[config.mk]
export PLATFORM = sky130hd
export DESIGN_NAME = range_arith_seq
export DESIGN_NICKNAME = d
export VERILOG_FILES = /design/src/rtl/range_arith_pkg.sv /design/src/rtl/range_arith_seq_divider.sv /design/src/rtl/range_arith_seq.sv
export SDC_FILE = /design/constraint.sdc
export NUM_CORES = 1
export LEC_CHECK = 0
export ABC_AREA = 1
export CAP_MARGIN = 15
export CORE_ASPECT_RATIO = 1.5
export CORE_UTILIZATION = 61
export CTS_BUF_LIST = sky130_fd_sc_hd__clkbuf_16
export DETAILED_ROUTE_END_ITERATION = 7
export GPL_TIMING_DRIVEN = 1
export PLACE_DENSITY = 0.79
export SETUP_SLACK_MARGIN = 0.5
export SLEW_MARGIN = 5
export SYNTH_ARGS = -nofsm -noshare
export SYNTH_HDL_FRONTEND = slang
export SYNTH_SLANG_ARGS = --single-unit
[constraint.sdc]
create_clock -name clk -period 2.73 [get_ports clk]
set_input_delay 0.546 -clock clk [delete_from_list [all_inputs] [get_ports clk]]
set_output_delay 0.546 -clock clk [all_outputs]
set_load 0.005 [all_outputs]
[src/rtl/range_arith_pkg.sv]
// Shared definitions for the range arithmetic unit.
//   - operation select encodings carried on the sel port
//   - FSM state encoding used by range_arith_seq
package range_arith_pkg;

  localparam logic [1:0] SEL_MOD = 2'b00;  // op0 % op1
  localparam logic [1:0] SEL_SUM = 2'b01;  // sum(op0..op1)
  localparam logic [1:0] SEL_AVG = 2'b10;  // sum(op0..op1) / (op1-op0+1)
  localparam logic [1:0] SEL_QUO = 2'b11;  // op0 / op1

  typedef enum logic [2:0] {
    IDLE,
    CHECK,
    SUM,
    DIV,
    FIN
  } state_t;

endpackage

[src/rtl/range_arith_seq_divider.sv]
// seq_divider: restoring divider datapath, one quotient bit per step.
// No control of its own; the parent asserts load once, then step DW times.
// Ports:
//   clk, rst_n  clock, asynchronous active-low reset
//   load        capture dividend/divisor, clear partial remainder
//   step        perform one restoring-division step
//   dividend    DW-bit unsigned dividend
//   divisor     VW-bit unsigned divisor (must be nonzero)
//   quotient    quotient value produced by the step performed this cycle
//   remainder   remainder value produced by the step performed this cycle
// quotient/remainder show the result of the step in progress, so the parent
// can capture the final answer on the same edge as the last step.
module seq_divider #(
  parameter int DW = 16,
  parameter int VW = 9
) (
  input  logic          clk,
  input  logic          rst_n,
  input  logic          load,
  input  logic          step,
  input  logic [DW-1:0] dividend,
  input  logic [VW-1:0] divisor,
  output logic [DW-1:0] quotient,
  output logic [VW-1:0] remainder
);

  logic [DW-1:0] q_reg;   // shifts dividend bits out, quotient bits in
  logic [VW-1:0] r_reg;
  logic [VW-1:0] d_reg;
  logic [VW:0]   trial;
  logic [VW:0]   diff;
  logic          fits;

  // Partial remainder is always < divisor, so the shifted trial value needs
  // only one extra bit and the restored value fits back into VW bits.
  always_comb begin
    trial     = {r_reg, q_reg[DW-1]};
    diff      = trial - {1'b0, d_reg};
    fits      = (trial >= {1'b0, d_reg});
    remainder = fits ? diff[VW-1:0] : trial[VW-1:0];
    quotient  = {q_reg[DW-2:0], fits};
  end

  always_ff @(posedge clk or negedge rst_n) begin
    if (!rst_n) begin
      q_reg <= '0;
      r_reg <= '0;
      d_reg <= '0;
    end else if (load) begin
      q_reg <= dividend;
      r_reg <= '0;
      d_reg <= divisor;
    end else if (step) begin
      q_reg <= quotient;
      r_reg <= remainder;
    end
  end

endmodule

[src/rtl/range_arith_seq.sv]
// range_arith_seq: multi-cycle unsigned remainder / quotient / range sum /
// range average unit with a start/done handshake.
// Ports:
//   clk, rst_n  clock, asynchronous active-low reset
//   start       request, accepted only while busy=0
//   sel         operation select (see range_arith_pkg)
//   op0, op1    operands / range bounds / divisor
//   busy        high from the cycle after acceptance through the done cycle
//   done        one-cycle pulse, res/err valid
//   res, err    result and error flag, held until the next operation ends
module range_arith_seq
  import range_arith_pkg::*;
#(
  parameter int W  = 8,
  parameter int RW = 2 * W
) (
  input  logic          clk,
  input  logic          rst_n,
  input  logic          start,
  input  logic [1:0]    sel,
  input  logic [W-1:0]  op0,
  input  logic [W-1:0]  op1,
  output logic          busy,
  output logic          done,
  output logic [RW-1:0] res,
  output logic          err
);

  localparam int CW = $clog2(RW) + 1;
  localparam logic [W:0] ONE_N = 1;

  state_t        state_reg, state_next;
  logic [W-1:0]  op0_reg, op1_reg;
  logic [1:0]    sel_reg;
  logic [W:0]    i_reg;       // W+1 bits so the loop can step past op1 = 2^W-1
  logic [RW-1:0] acc_reg;
  logic [W:0]    n_reg;       // range length, divisor for the average
  logic [CW-1:0] div_cnt_reg;
  logic [RW-1:0] res_reg;
  logic          err_reg;

  logic [RW-1:0] acc_sum;
  logic          sum_last, div_last, range_bad;
  logic          div_load, div_step;
  logic [RW-1:0] div_dividend;
  logic [W:0]    div_divisor;
  logic [RW-1:0] div_quotient;
  logic [W:0]    div_remainder;

  assign acc_sum   = acc_reg + RW'(i_reg);
  assign sum_last  = (i_reg == {1'b0, op1_reg});
  assign div_last  = (div_cnt_reg == CW'(RW - 1));
  assign range_bad = (op0_reg > op1_reg);

  assign busy = (state_reg != IDLE);
  assign done = (state_reg == FIN);
  assign res  = res_reg;
  assign err  = err_reg;

  always_comb begin
    state_next   = state_reg;
    div_load     = 1'b0;
    div_step     = 1'b0;
    div_dividend = RW'(op0_reg);
    div_divisor  = {1'b0, op1_reg};
    case (state_reg)
      IDLE:  if (start) state_next = CHECK;
      CHECK: begin
        if (sel_reg == SEL_MOD || sel_reg == SEL_QUO) begin
          if (op1_reg == '0) begin
            state_next = FIN;
          end else begin
            state_next = DIV;
            div_load   = 1'b1;
          end
        end else begin
          state_next = range_bad ? FIN : SUM;
        end
      end
      SUM: begin
        if (sum_last) begin
          if (sel_reg == SEL_AVG) begin
            // Load the divider with the sum including this cycle's term.
            state_next   = DIV;
            div_load     = 1'b1;
            div_dividend = acc_sum;
            div_divisor  = n_reg;
          end else begin
            state_next = FIN;
          end
        end
      end
      DIV: begin
        div_step = 1'b1;
        if (div_last) state_next = FIN;
      end
      FIN:     state_next = IDLE;
      default: state_next = IDLE;
    endcase
  end

  always_ff @(posedge clk or negedge rst_n) begin
    if (!rst_n) begin
      state_reg   <= IDLE;
      op0_reg     <= '0;
      op1_reg     <= '0;
      sel_reg     <= '0;
      i_reg       <= '0;
      acc_reg     <= '0;
      n_reg       <= '0;
      div_cnt_reg <= '0;
      res_reg     <= '0;
      err_reg     <= 1'b0;
    end else begin
      state_reg <= state_next;
      case (state_reg)
        IDLE: begin
          if (start) begin
            op0_reg <= op0;
            op1_reg <= op1;
            sel_reg <= sel;
          end
        end
        CHECK: begin
          i_reg       <= {1'b0, op0_reg};
          acc_reg     <= '0;
          n_reg       <= {1'b0, op1_reg} - {1'b0, op0_reg} + ONE_N;
          div_cnt_reg <= '0;
          if (state_next == FIN) begin
            // An empty sum is a valid zero; every other early exit is an error.
            res_reg <= '0;
            err_reg <= (sel_reg != SEL_SUM);
          end
        end
        SUM: begin
          acc_reg <= acc_sum;
          i_reg   <= i_reg + ONE_N;
          if (sum_last && sel_reg == SEL_SUM) begin
            res_reg <= acc_sum;
            err_reg <= 1'b0;
          end
        end
        DIV: begin
          div_cnt_reg <= div_cnt_reg + 1'b1;
          if (div_last) begin
            res_reg <= (sel_reg == SEL_MOD) ? RW'(div_remainder) : div_quotient;
            err_reg <= 1'b0;
          end
        end
        default: ;
      endcase
    end
  end

  seq_divider #(
    .DW(RW),
    .VW(W + 1)
  ) u_div (
    .clk      (clk),
    .rst_n    (rst_n),
    .load     (div_load),
    .step     (div_step),
    .dividend (div_dividend),
    .divisor  (div_divisor),
    .quotient (div_quotient),
    .remainder(div_remainder)
  );

endmodule

==> results of run 1 <==
## through the flow
step | hold slack [ps] | setup slack, ps | cells | power, mW
finish | 162 | 572 | 1219 | 11.6
floorplan | 250 | 766 | 1005 | 7.60
global route | 195 | 482 | 1218 | 12.5
detailed placement | 468 | 351 | 1185 | 9.45
CTS | 173 | 492 | 1201 | 10.8
global placement | 462 | 377 | 1185 | 9.35
## critical path: cells and delay by family (launching register included)
family	cells	cell delay (ps)
AO/OA/AOI/OAI	1	80
buffers and inverters	4	560
flip-flops	1	380
AND/OR/NAND/NOR	8	1020
## timing repair
item                                    4_1_cts  5_1_grt
gates resized for setup                       7       32
gates cloned                                  0        3
hold endpoints to repair                      0        0
endpoints found under the setup margin       19       41
setup buffers                                 0       14
hold buffers                                  0        0
pin swaps                                     0        5
## cell type report
class                   count  area [um^2]  share of cell area (%)
well taps                 150          188                    2.22
flip-flops and latches    111         2780                    32.8
inverters                 144          541                    6.39
repair buffers             70          666                    7.87
diodes                      1         2.50                  0.0296
clock buffers               9          225                    2.66
clock inverters             7         53.8                   0.636
multi-input cells         727         4010                    47.4
## cells by family after synthesis
group                    after synthesis  share of synthesized area [%]
XOR/XNOR                              11                           1.33
AND/OR/NAND/NOR                      536                           32.1
adder cells (fa/ha/maj)               49                           8.75
flip-flops                           111                           38.2
AO/OA/AOI/OAI                        128                           10.2
buffers and inverters                170                           9.44
## cells in the mapped netlist, types with 5 or more instances
| master | instances |
|---|---|
| sky130_fd_sc_hd__xnor2_1 | 5 |
| sky130_fd_sc_hd__nand3b_1 | 5 |
| sky130_fd_sc_hd__o221ai_1 | 7 |
| sky130_fd_sc_hd__o21ai_0 | 59 |
| sky130_fd_sc_hd__clkbuf_1 | 5 |
| sky130_fd_sc_hd__dfrtp_1 | 111 |
| sky130_fd_sc_hd__inv_1 | 140 |
| sky130_fd_sc_hd__o211ai_1 | 7 |
| sky130_fd_sc_hd__nor3_1 | 9 |
| sky130_fd_sc_hd__ha_1 | 46 |
| sky130_fd_sc_hd__buf_2 | 14 |
| sky130_fd_sc_hd__xor2_1 | 6 |
| sky130_fd_sc_hd__nor2_2 | 6 |
| sky130_fd_sc_hd__nand4_1 | 24 |
| sky130_fd_sc_hd__a21oi_1 | 35 |
| sky130_fd_sc_hd__nand2_1 | 338 |
| sky130_fd_sc_hd__nand3_1 | 84 |
| sky130_fd_sc_hd__o22ai_1 | 5 |
| sky130_fd_sc_hd__nor2_1 | 49 |
## layout by cell type (no fill, tap or decap), types with 6 or more instances in the layout
cell and instances:
sky130_fd_sc_hd__nand4_1 24, sky130_fd_sc_hd__clkdlybuf4s50_1 38, sky130_fd_sc_hd__nor2_1 47, sky130_fd_sc_hd__nor3_1 9, sky130_fd_sc_hd__ha_1 41, sky130_fd_sc_hd__o221ai_1 7
sky130_fd_sc_hd__o211ai_1 7, sky130_fd_sc_hd__nand3_1 81, sky130_fd_sc_hd__nand2_1 331, sky130_fd_sc_hd__nand2_2 9, sky130_fd_sc_hd__dfrtp_1 111, sky130_fd_sc_hd__nor2_2 6
sky130_fd_sc_hd__buf_4 28, sky130_fd_sc_hd__o21ai_0 58, sky130_fd_sc_hd__clkbuf_16 9, sky130_fd_sc_hd__a21oi_1 34, sky130_fd_sc_hd__inv_1 139
## how the worst min path moves through the flow
stage	start	end	slack [ps]	depth (start not counted)
after floorplan	rst_n	acc_reg[0]	250	0
after global placement	res[7]	res[7]	460	2
after detailed placement	res[5]	res[5]	470	2
after CTS	rst_n	op0_reg[6]	170	1
after global routing	rst_n	op0_reg[6]	190	1
final	rst_n	op0_reg[7]	160	1
## power by group through the flow
| stage | Sequential [mW] | Combinational [mW] | Clock, mW |
|---|---|---|---|
| floorplan | 2.72 | 4.88 | 0 |
| global route | 2.95 | 8.20 | 1.33 |
| detailed placement | 2.87 | 6.58 | 0 |
| finish | 2.89 | 7.45 | 1.26 |
| global placement | 2.85 | 6.50 | 0 |
| CTS | 2.85 | 6.70 | 1.28 |
## routing by layer
layer / vias up / global-route usage [%] / share of wire (%)
met5: - / 0 / 0
li1: 3372 / - / -
met1: 3342 / 37.3 / 36
met4: 0 / 18.5 / 6.2
met2: 347 / 64.2 / 52
met3: 109 / 4.71 / 5.2
==> results.md, run 1 <==
* Status: finished, final reports clean
* Power share of the combinational group at about 64%
* Destination of the critical timing path: u_div.q_reg[15]
* Mean Syn Cell Area at 7.23 um^2
* Share of cells above drive strength 1 at around a tenth
* Library cell occupying the most area in the post-synthesis netlist: sky130_fd_sc_hd__dfrtp_1
* Most area-consuming cells after synthesis: sky130_fd_sc_hd__dfrtp_1 (38%), sky130_fd_sc_hd__nand2_1 (17%), sky130_fd_sc_hd__ha_1 (7.9%)
* Number of violations reported at the end of detailed-routing iteration 0 at 660
* Maximum VDD drop at 771 uV
* Number of enable-type register cells in the synthesized netlist at 0
* Type of destination of the critical path: flop
* Switching part of the total at roughly half
* Number of storage elements in the synthesis netlist at 111
* Average via count per standard cell at 5.88
* Clock network power share at between 10% and 20%
* Worst min path class: in2async
* Portion of total power attributed to sequential cells at approximately a quarter
* Data required time at the worst endpoint at ~3000 ps
* Average wire per standard cell at 17.9 um
* Vias after detailed routing at between 7000 and 8000
* Area of all placed cells without fillers at between 8000 and 9000 um^2
* Clock tree from TritonCTS: yes
* Total nets after synthesis at ~1100
* Maxcap violations at 0
* Fraction of post-synthesis cell area in the top cell type by area at about two fifths
* Cell Area, Synth at around 7300 um^2
* R2R Path Start: op1_reg[1]
* Unrepaired setup endpoints after global routing: no
* Antenna violations before repair at 1
* Syn-to-layout area delta at 16.4%
* Max-slew violation count at 0
* Internal power of the cells at 5.61 mW
* Skew final at ~11 ps
* Post-Route WL at between 20000 and 25000 um
* Initial core utilization at between 60 and 70%
* Count of warnings emitted by yosys at 0
* Portion of the post-synthesis area used by sequential elements at about two fifths
* Count of distinct cell types in the synthesized netlist at 46
* Via count of the first global-routing pass at 6553
* Worst Path Max Fanout at 20
* Chip height at between 100 and 150 um
* Port Buffer Count at 39
* Number of detailed-route iterations in the first pass at 6
* Post-Place Cell Area at 7850 um^2
* Signal arrival time at the worst endpoint at approximately 2400 ps
* Logic depth of the worst register-to-register path at 13
* Switching power at 6.00 mW
* Reg2reg setup slack at 570 ps
* Most common cell type on the critical path: sky130_fd_sc_hd__nand2_1
* Worst-Skew Late Latency at about 360 ps
* Horizontal die dimension at 91.1 um
* # fillers at between 900 and 1000
* Largest net degree at the start of global routing at 43
* Placer Congestion at approximately 0.99
* Root buffer selected by CTS: sky130_fd_sc_hd__clkbuf_16
* HPWL after detailed placement at between 15000 and 20000 um
* Maximum cell stage delay along the critical path at roughly 380 ps
* Total number of nets in the final design at about 1100
* Placeable Area at 11500 um^2
* Power per unit of standard cell area at about 1400 nW/um^2
* IO Pins at 40
* Worst-Margin Slew at around 520 ps
* Total congestion overflow at 0
* Cell-by-cell listing of the critical path: inv_2, buf_4, buf_4, nand2_1, nand4_1, nor2_4, nand3_1, nor2_2, buf_8, nand2_1, nand2_1, nand2_1, o21ai_0
* First-pass GRT wire length at 32500 um
* Highest-delay cell along the critical path: sky130_fd_sc_hd__dfrtp_1
* Die area at about 12000 um^2
* Post-route setup TNS at 0 ps
* Max Fclk at around 460 MHz
* Tcrit/Tclk final at 79.1%
* Standard-cell row count at between 40 and 50
* Number of routed nets with antenna violations at 0
* Hold Fails Final Rpt at 0
* Total leakage power at about 4.4 nW
* Share of flip-flops with an asynchronous set or reset at 100%
* Sinks on Clock Net at 111
* Worst Setup Path Type: reg2reg
* Primary FF master, synth: sky130_fd_sc_hd__dfrtp_1
* DRC viols at 0
* Number of clock buffers inserted by TritonCTS at 9
* Slew Limit Headroom at between 60% and 70%
* Total global routing track utilization at approximately a third
* Buffer levels on the longest clock path at 2
* Post-synthesis instance total at 1005
* Share of the core filled with cells at 73.4%
* Clock period minus worst slack at between 2000 and 2500 ps
* Clock-pin slew on the worst setup and hold paths at 80 ps
* CTS HTree Levels at 3
* Endpoint of the worst register-to-register path: u_div.q_reg[15]
* Sort of element at the start of the critical path: flop
* Beginning of the critical path: op1_reg[1]
* Total setup violations reported at the end of the flow at 0
Note: power is estimated with default switching activity, not from simulation.
==> run 2, diff against run 1 <==
--- a/config.mk
+++ b/config.mk
@@ -8,11 +8,11 @@
 export ABC_AREA = 1
 export CAP_MARGIN = 15
 export CORE_ASPECT_RATIO = 1.5
-export CORE_UTILIZATION = 61
+export CORE_UTILIZATION = 55
 export CTS_BUF_LIST = sky130_fd_sc_hd__clkbuf_16
 export DETAILED_ROUTE_END_ITERATION = 7
 export GPL_TIMING_DRIVEN = 1
-export PLACE_DENSITY = 0.79
+export PLACE_DENSITY = 0.75
 export SETUP_SLACK_MARGIN = 0.5
 export SLEW_MARGIN = 5
 export SYNTH_ARGS = -nofsm -noshare
==> constraint.sdc (replaced) <==
create_clock -name clk -period 1.98 [get_ports clk]
set_input_delay 0.396 -clock clk [delete_from_list [all_inputs] [get_ports clk]]
set_output_delay 0.396 -clock clk [all_outputs]
set_load 0.005 [all_outputs]
==> run 2 against run 1 <==
Against the previous run:
- the flow now finishes with violations (design-rule violations, negative setup slack)
- die area up 11%
- setup slack worse by 950 ps
- worst hold slack better by 310 ps
- critical path type unchanged
==> results.md, run 2 (same netlist as run 1, synthesis figures left out) <==
* Syn-to-layout area delta at 55.8% (was 16.4%)
* Share of cells above drive strength 1 at 41.6% (was 9.55%)
* Total global routing track utilization at 35.8% (was 34.3%)
* Sort of element at the start of the critical path: flop (unchanged)
* Post-Route WL at 34100 um (was 21800 um)
* Endpoint of the worst register-to-register path: res[7] (was u_div.q_reg[15])
* Maximum cell stage delay along the critical path at 400 ps (was 380 ps)
* Average via count per standard cell at 6.69 (was 5.88)
* Chip height at 143 um (was 136 um)
* Final WS setup at -381 ps (was 572 ps)
* Via count of the first global-routing pass at 7528 (was 6553)
* Standard-cell row count at 51 (was 48)
* Largest net degree at the start of global routing at 52 (was 43)
* Most common cell type on the critical path: sky130_fd_sc_hd__nand2_1 (unchanged)
* Average wire per standard cell at 25.1 um (was 17.9 um)
* Worst min path class: in2async (unchanged)
* Total number of nets in the final design at 1261 (was 1133)
* Max Fclk at 423 MHz (was 463 MHz)
* Worst-Margin Slew at 425 ps (was 518 ps)
* Worst setup slack after placement at 6.05 ps (was 351 ps)
* Sinks on Clock Net at 111 (unchanged)
* Buffer levels on the longest clock path at 2 (unchanged)
* Cell-by-cell listing of the critical path: inv_1, ha_4, a21oi_1, nand2_1, nand2_1, nand3b_1, nand2_1, nand2_2, nand3_1, nand3_1, nand2_1, nand2_1 (was inv_2, buf_4, buf_4, nand2_1, nand4_1, nor2_4, nand3_1, nor2_2, buf_8, nand2_1, nand2_1, nand2_1, o21ai_0)
* Final non-filler cell total at 1356 (was 1219)
* Highest-delay cell along the critical path: sky130_fd_sc_hd__dfrtp_1 (unchanged)
* Failing checks: design-rule violations, negative setup slack
* Clock tree from TritonCTS: yes (unchanged)
* Logic depth of the worst register-to-register path at 12 (was 13)
* Type of destination of the critical path: flop (unchanged)
* Worst Path Max Fanout at 6 (was 20)
* # fillers at 548 (was 939)
* Horizontal die dimension at 95.9 um (was 91.1 um)
* Number of routed nets with antenna violations at 0 (unchanged)
* Status: finished, violations left (was finished, final reports clean)
* Commonest non-fill, non-tap cell in the layout: sky130_fd_sc_hd__nand2_1 (unchanged)
* Worst Setup Path Type: reg2reg (unchanged)
* Vias after detailed routing at 9071 (was 7170)
* Commonest non-fill, non-tap cells in the layout: sky130_fd_sc_hd__nand2_1 (242), sky130_fd_sc_hd__inv_1 (101), sky130_fd_sc_hd__dfrtp_1 (94), sky130_fd_sc_hd__buf_4 (94), sky130_fd_sc_hd__nand2_2 (70) (was sky130_fd_sc_hd__nand2_1 (331), sky130_fd_sc_hd__inv_1 (139), sky130_fd_sc_hd__dfrtp_1 (111))
* IO Pins at 40 (unchanged)
* Signal arrival time at the worst endpoint at 2610 ps (was 2430 ps)
* Data required time at the worst endpoint at 2230 ps (was 3000 ps)
* Share of the core filled with cells at 87.4% (was 73.4%)
* Die area at 13700 um^2 (was 12400 um^2)
* Root buffer selected by CTS: sky130_fd_sc_hd__clkbuf_16 (unchanged)
* Clock-pin slew on the worst setup and hold paths at 80 ps (about the same)
* First-pass GRT wire length at 36800 um (was 32500 um)
* R2R Path Start: u_div.d_reg[2] (was op1_reg[1])
* Antenna violations before repair at 2 (was 1)
* Port Buffer Count at 39 (unchanged)
* Total congestion overflow at 0 (unchanged)
* HPWL after detailed placement at 15900 um (about the same)
* Placed Cells at 1234 (was 1185)
* Reg2reg setup slack at -380 ps (was 570 ps)
* Placeable Area at 13000 um^2 (was 11500 um^2)
* Unrepaired setup endpoints after global routing: yes (was no)
* Number of clock buffers inserted by TritonCTS at 9 (unchanged)
* Placer Congestion at 0.916 (was 0.986)
* Total setup violations reported at the end of the flow at 56 (was 0)
* DRC viols at 3 (was 0)
* Skew final at 13.3 ps (was 11.4 ps)
* Number of violations reported at the end of detailed-routing iteration 0 at 1353 (was 660)
* Clock period minus worst slack at 2360 ps (was 2160 ps)
* Slew Limit Headroom at 71.5% (was 65.5%)
* Maxcap violations at 0 (unchanged)
* Hold Fails Final Rpt at 0 (unchanged)
* Worst-case hold slack at 474 ps (was 162 ps)
* CTS HTree Levels at 3 (unchanged)
* Initial core utilization at 56.1% (was 63.0%)
* Number of detailed-route iterations in the first pass at 8 (was 6)
* Tcrit/Tclk final at 119% (was 79.1%)
* Worst-Skew Late Latency at 380 ps (was 360 ps)
* Max-slew violation count at 0 (unchanged)
## run 2: cell count changes in the layout (fill, tap and decap cells not counted), moves of 38 or more
cell / change
sky130_fd_sc_hd__nand2_1: -89
sky130_fd_sc_hd__buf_4: +66
sky130_fd_sc_hd__nand2_2: +61
sky130_fd_sc_hd__o21ai_0: -48
sky130_fd_sc_hd__buf_6: +40
sky130_fd_sc_hd__inv_1: -38
## run 2: cell type report
cell class | instances | area, um^2 | area share, %
Sequential cell | 111 | 2800 | 24.7
Tap cell | 159 | 199 | 1.76
Inverter | 144 | 572 | 5.05
Timing Repair Buffer | 200 | 2130 | 18.9
Clock buffer | 9 | 225 | 1.99
Antenna cell | 1 | 2.50 | 0.0221
Multi-Input combinational cell | 725 | 5320 | 47.0
Clock inverter | 7 | 66.3 | 0.586
## run 2: worst max-delay path: cells and delay by family (launching register included)
family | cells | cell delay (ps)
and+or+nand+nor | 9 | 1210
DFF | 1 | 400
AOI/OAI and AO/OA | 1 | 270
adders and majority gates | 1 | 240
buffers and inverters | 1 | 110
## run 2: timing repair
| action | 4_1_cts | 5_1_grt |
|---|---|---|
| hold buffers | 1 | 0 |
| pin swaps | 37 | 72 |
| endpoints found under the hold margin | 24 | 0 |
| gates resized for setup | 143 | 269 |
| gates cloned | 2 | 9 |
| setup endpoints to repair | 110 | 110 |
| buffers inserted | 53 | 40 |
## run 2: how the worst max path moves through the flow
stage / from / endpoint / slack [ps]
2_1_floorplan: op1_reg[1] / n_reg[7] / 180
3_3_place_gp: i_reg[6] / res[9] / 5
3_5_place_dp: op1_reg[2] / u_div.d_reg[4] / 6
4_1_cts: op1_reg[4] / res[7] / 80
5_1_grt: u_div.d_reg[1] / res[7] / -400
6_report: u_div.d_reg[2] / res[7] / -380
## run 2: layer usage
layer	vias up	wire length (um)	global-route usage, %
met1	4141	10500	40.6
li1	3622	-	-
met5	-	14	0
met4	2	3760	24.3
met2	917	15800	61.2
met3	389	3980	5.01
## run 2: through the flow
step	TNS (ps)	cell area, um^2
finish	-7550	11300
global route	-10550	11300
CTS	0	9830
detailed placement	0	8640
global placement	0	8640
floorplan	0	7740
Power of run 2 is left out: the tool's default activity adds up to more than one toggle a clock period on the data nets, which glitch-free logic cannot reach.
==> run 3, diff against run 2 <==
--- a/config.mk
+++ b/config.mk
@@ -8,11 +8,11 @@
 export ABC_AREA = 1
 export CAP_MARGIN = 15
 export CORE_ASPECT_RATIO = 1.5
-export CORE_UTILIZATION = 55
+export CORE_UTILIZATION = 61
 export CTS_BUF_LIST = sky130_fd_sc_hd__clkbuf_16
 export DETAILED_ROUTE_END_ITERATION = 7
 export GPL_TIMING_DRIVEN = 1
-export PLACE_DENSITY = 0.75
+export PLACE_DENSITY = 0.79
 export SETUP_SLACK_MARGIN = 0.5
 export SLEW_MARGIN = 5
 export SYNTH_ARGS = -nofsm -noshare
==> constraint.sdc (replaced) <==
create_clock -name clk -period 2.5 [get_ports clk]
set_input_delay 0.5 -clock clk [delete_from_list [all_inputs] [get_ports clk]]
set_output_delay 0.5 -clock clk [all_outputs]
set_load 0.005 [all_outputs]
==> run 3 against run 2 <==
Against the previous run:
- the flow now finishes without violations
- wire length fell by 28%
- count of clock-buffer cells in the layout did not move
- worst hold slack got worse by 330 ps
- core utilization fell by 6.6 points
- fmax rose by 7.0%
- non-clock buffer count fell by 103
- critical path type unchanged
- critical endpoint is now res[11]
==> results.md, run 3 (same netlist as run 1, synthesis figures left out) <==
* Total number of nets in the final design at 1160 (was 1261)
* Share of cells above drive strength 1 at 23.7% (was 41.6%)
* Number of routed nets with antenna violations at 0 (unchanged)
* DRC viols at 0 (was 3)
* Worst-case hold slack at 147 ps (was 474 ps)
* Worst setup slack after placement at 217 ps (was 6.05 ps)
* Average wire per standard cell at 19.6 um (was 25.1 um)
* Placeable Area at 11500 um^2 (was 13000 um^2)
* Port Buffer Count at 39 (unchanged)
* Maximum cell stage delay along the critical path at 460 ps (was 400 ps)
* Worst-Skew Late Latency at 370 ps (was 380 ps)
* Via count of the first global-routing pass at 7336 (was 7528)
* Portion of total power attributed to sequential cells at 22.2%
* Status: finished, final reports clean (was finished, violations left)
* Most common cell type on the critical path: sky130_fd_sc_hd__nand2_2 (was sky130_fd_sc_hd__nand2_1)
* Root buffer selected by CTS: sky130_fd_sc_hd__clkbuf_16 (unchanged)
* Data required time at the worst endpoint at 2810 ps (was 2230 ps)
* Metal1 wirelength at 8320 um (was 10500 um)
* Number of detailed-route iterations in the first pass at 8 (unchanged)
* Antenna violations before repair at 0 (was 2)
* Largest net degree at the start of global routing at 46 (was 52)
* Total congestion overflow at 0 (unchanged)
* Clock tree from TritonCTS: yes (unchanged)
* Worst min path class: in2async (unchanged)
* Buf+Inv Stages, Crit Path at 2 (was 1)
* Tcrit/Tclk final at 88.3% (was 119%)
* Detail Route met2 WL at 12200 um (was 15800 um)
* Total global routing track utilization at 38.3% (was 35.8%)
* Post-Route WL at 24400 um (was 34100 um)
* Internal power of the cells at around 7 mW
* Worst-Margin Slew at 663 ps (was 425 ps)
* Final WS setup at 293 ps (was -381 ps)
* Max Fclk at 453 MHz (was 423 MHz)
* Initial core utilization at 63.0% (was 56.1%)
* Chip height at 136 um (was 143 um)
* Power per unit of standard cell area at 1570 nW/um^2
* Worst Setup Path Type: reg2reg (unchanged)
* Sort of element at the start of the critical path: flop (unchanged)
* Signal arrival time at the worst endpoint at 2520 ps (was 2610 ps)
* Power share of the combinational group at 68.2%
* Metal3 WL at 1480 um (was 3980 um)
* Inserted Diodes at 0 (was 1)
* Buffer levels on the longest clock path at 2 (unchanged)
* Cell family contributing the most delay on the critical path: simple AND/OR/NAND/NOR gates (unchanged)
* Maxcap violations at 0 (unchanged)
* Final non-filler cell total at 1245 (was 1356)
* Horizontal die dimension at 91.1 um (was 95.9 um)
* Unrepaired setup endpoints after global routing: yes (unchanged)
* HPWL after detailed placement at 15900 um (about the same)
* Skew final at 13.3 ps (about the same)
* Top routing layer used: met4 (was met5)
* Cell-by-cell listing of the critical path: inv_1, nor2_2, nand2_2, nor2_1, nor3_1, nand2_2, a21oi_4, clkbuf_16, nand2_2, nand2_1 (was inv_1, ha_4, a21oi_1, nand2_1, nand2_1, nand3b_1, nand2_1, nand2_2, nand3_1, nand3_1, nand2_1, nand2_1)
* Area of all placed cells without fillers at 9320 um^2 (was 11300 um^2)
* First-pass GRT wire length at 36000 um (was 36800 um)
* Slew Limit Headroom at 55.8% (was 71.5%)
* Vias after detailed routing at 7521 (was 9071)
* Hold Fails Final Rpt at 0 (unchanged)
* Syn-to-layout area delta at 28.2% (was 55.8%)
* Commonest non-fill, non-tap cells in the layout: sky130_fd_sc_hd__nand2_1 (286), sky130_fd_sc_hd__inv_1 (120), sky130_fd_sc_hd__dfrtp_1 (99) (was sky130_fd_sc_hd__nand2_1 (242), sky130_fd_sc_hd__inv_1 (101), sky130_fd_sc_hd__dfrtp_1 (94), sky130_fd_sc_hd__buf_4 (94), sky130_fd_sc_hd__nand2_2 (70))
* Average via count per standard cell at 6.04 (was 6.69)
* Switching power at 7.57 mW
* Total leakage power at approximately 4.7 nW
* CTS HTree Levels at 3 (unchanged)
* Placer Congestion at 0.960 (was 0.916)
* Post-Place Cell Area at 7930 um^2 (was 8640 um^2)
* Number of violations reported at the end of detailed-routing iteration 0 at 660 (was 1353)
* Number of clock buffers inserted by TritonCTS at 9 (unchanged)
* Switching part of the total at roughly half
* Type of destination of the critical path: flop (unchanged)
* Maximum VDD drop at 995 uV
* Max-slew violation count at 0 (unchanged)
* Worst Path Max Fanout at 11 (was 6)
* Post-CTS Hold Fix Bufs at 0 (was 1)
* Standard-cell row count at 48 (was 51)
* Clock period minus worst slack at 2210 ps (was 2360 ps)
* IO Pins at 40 (unchanged)
* Clock-pin slew on the worst setup and hold paths at 80 ps (about the same)
* Post-route setup TNS at 0 ps (was -7550 ps)
* Total setup violations reported at the end of the flow at 0 (was 56)
* Sinks on Clock Net at 111 (unchanged)
* Die area at 12400 um^2 (was 13700 um^2)
* Placed Cells at 1196 (was 1234)
* Commonest non-fill, non-tap cell in the layout: sky130_fd_sc_hd__nand2_1 (unchanged)
* Highest-delay cell along the critical path: sky130_fd_sc_hd__dfrtp_2 (was sky130_fd_sc_hd__dfrtp_1)
* Clock network power share at a little under a tenth
run 3: cell types whose count changed in the layout (fill, tap and decap cells not counted), sizes merged:
cell and delta:
inv -3, nand2 +2, clkbuf -6, clkdlybuf4s50 +18, clkinvlp +3, dlygate4sd3 -1, dlygate4sd2 +1, diode -1
buf -98, dlymetal6s2s -17
run 3: final timing paths:
path / startpoint / endpoint / slack [ps] / cells after the start
max: state_reg[0] / res[11] / 290 / 10
min: rst_n / op0_reg[6] / 150 / 1
max reg2reg: state_reg[0] / res[11] / 290 / 10
min reg2reg: err / err / 480 / 2
max in group asynchronous: rst_n / u_div.q_reg[2] / 1600 / 2
min in group clk: err / err / 480 / 2
run 3: worst register-to-register path, delay by kind of cell, from the launching register on:
kind                   cells  cell delay (ps)
DFF                        1              460
buffers and inverters      2              320
AOI/OAI and AO/OA          1              260
and+or+nand+nor            7             1110
run 3: layer usage:
metal  vias up  global-route usage, %
li1       3428                      -
met1      3538                   40.4
met2       396                   68.1
met3       159                   5.11
met4         0                   31.4
met5         -                      0
run 3: layout make-up:
cell class,count,area (um^2)
sequential,111,2790
timing repair buffer,97,945
inverter,144,548
tap,150,188
fill,770,2210
clock buffer,9,225
clock inverter,7,61.3
multi-input combinational,727,4560
run 3: through the flow:
step	total power [mW]	util (%)
floorplan	8.30	-
global placement	10.3	68.8
detailed placement	10.4	68.8
CTS	12.7	75.0
global route	15.6	80.8
finish	14.7	80.8
run 3: timing repair:
| action | in CTS | in global routing |
|---|---|---|
| setup endpoints to repair | 61 | 64 |
| cloned | 4 | 2 |
| pin swaps | 18 | 38 |
| resized for setup | 67 | 145 |
| buffers inserted | 17 | 10 |
run 3: power by group through the flow:
stage | Combinational, mW | Clock (mW) | Sequential [mW]
2_1_floorplan | 5.33 | 0 | 2.97
3_3_place_gp | 7.20 | 0 | 3.11
3_5_place_dp | 7.31 | 0 | 3.12
4_1_cts | 8.14 | 1.42 | 3.11
5_1_grt | 10.9 | 1.46 | 3.32
6_report | 10.0 | 1.41 | 3.26
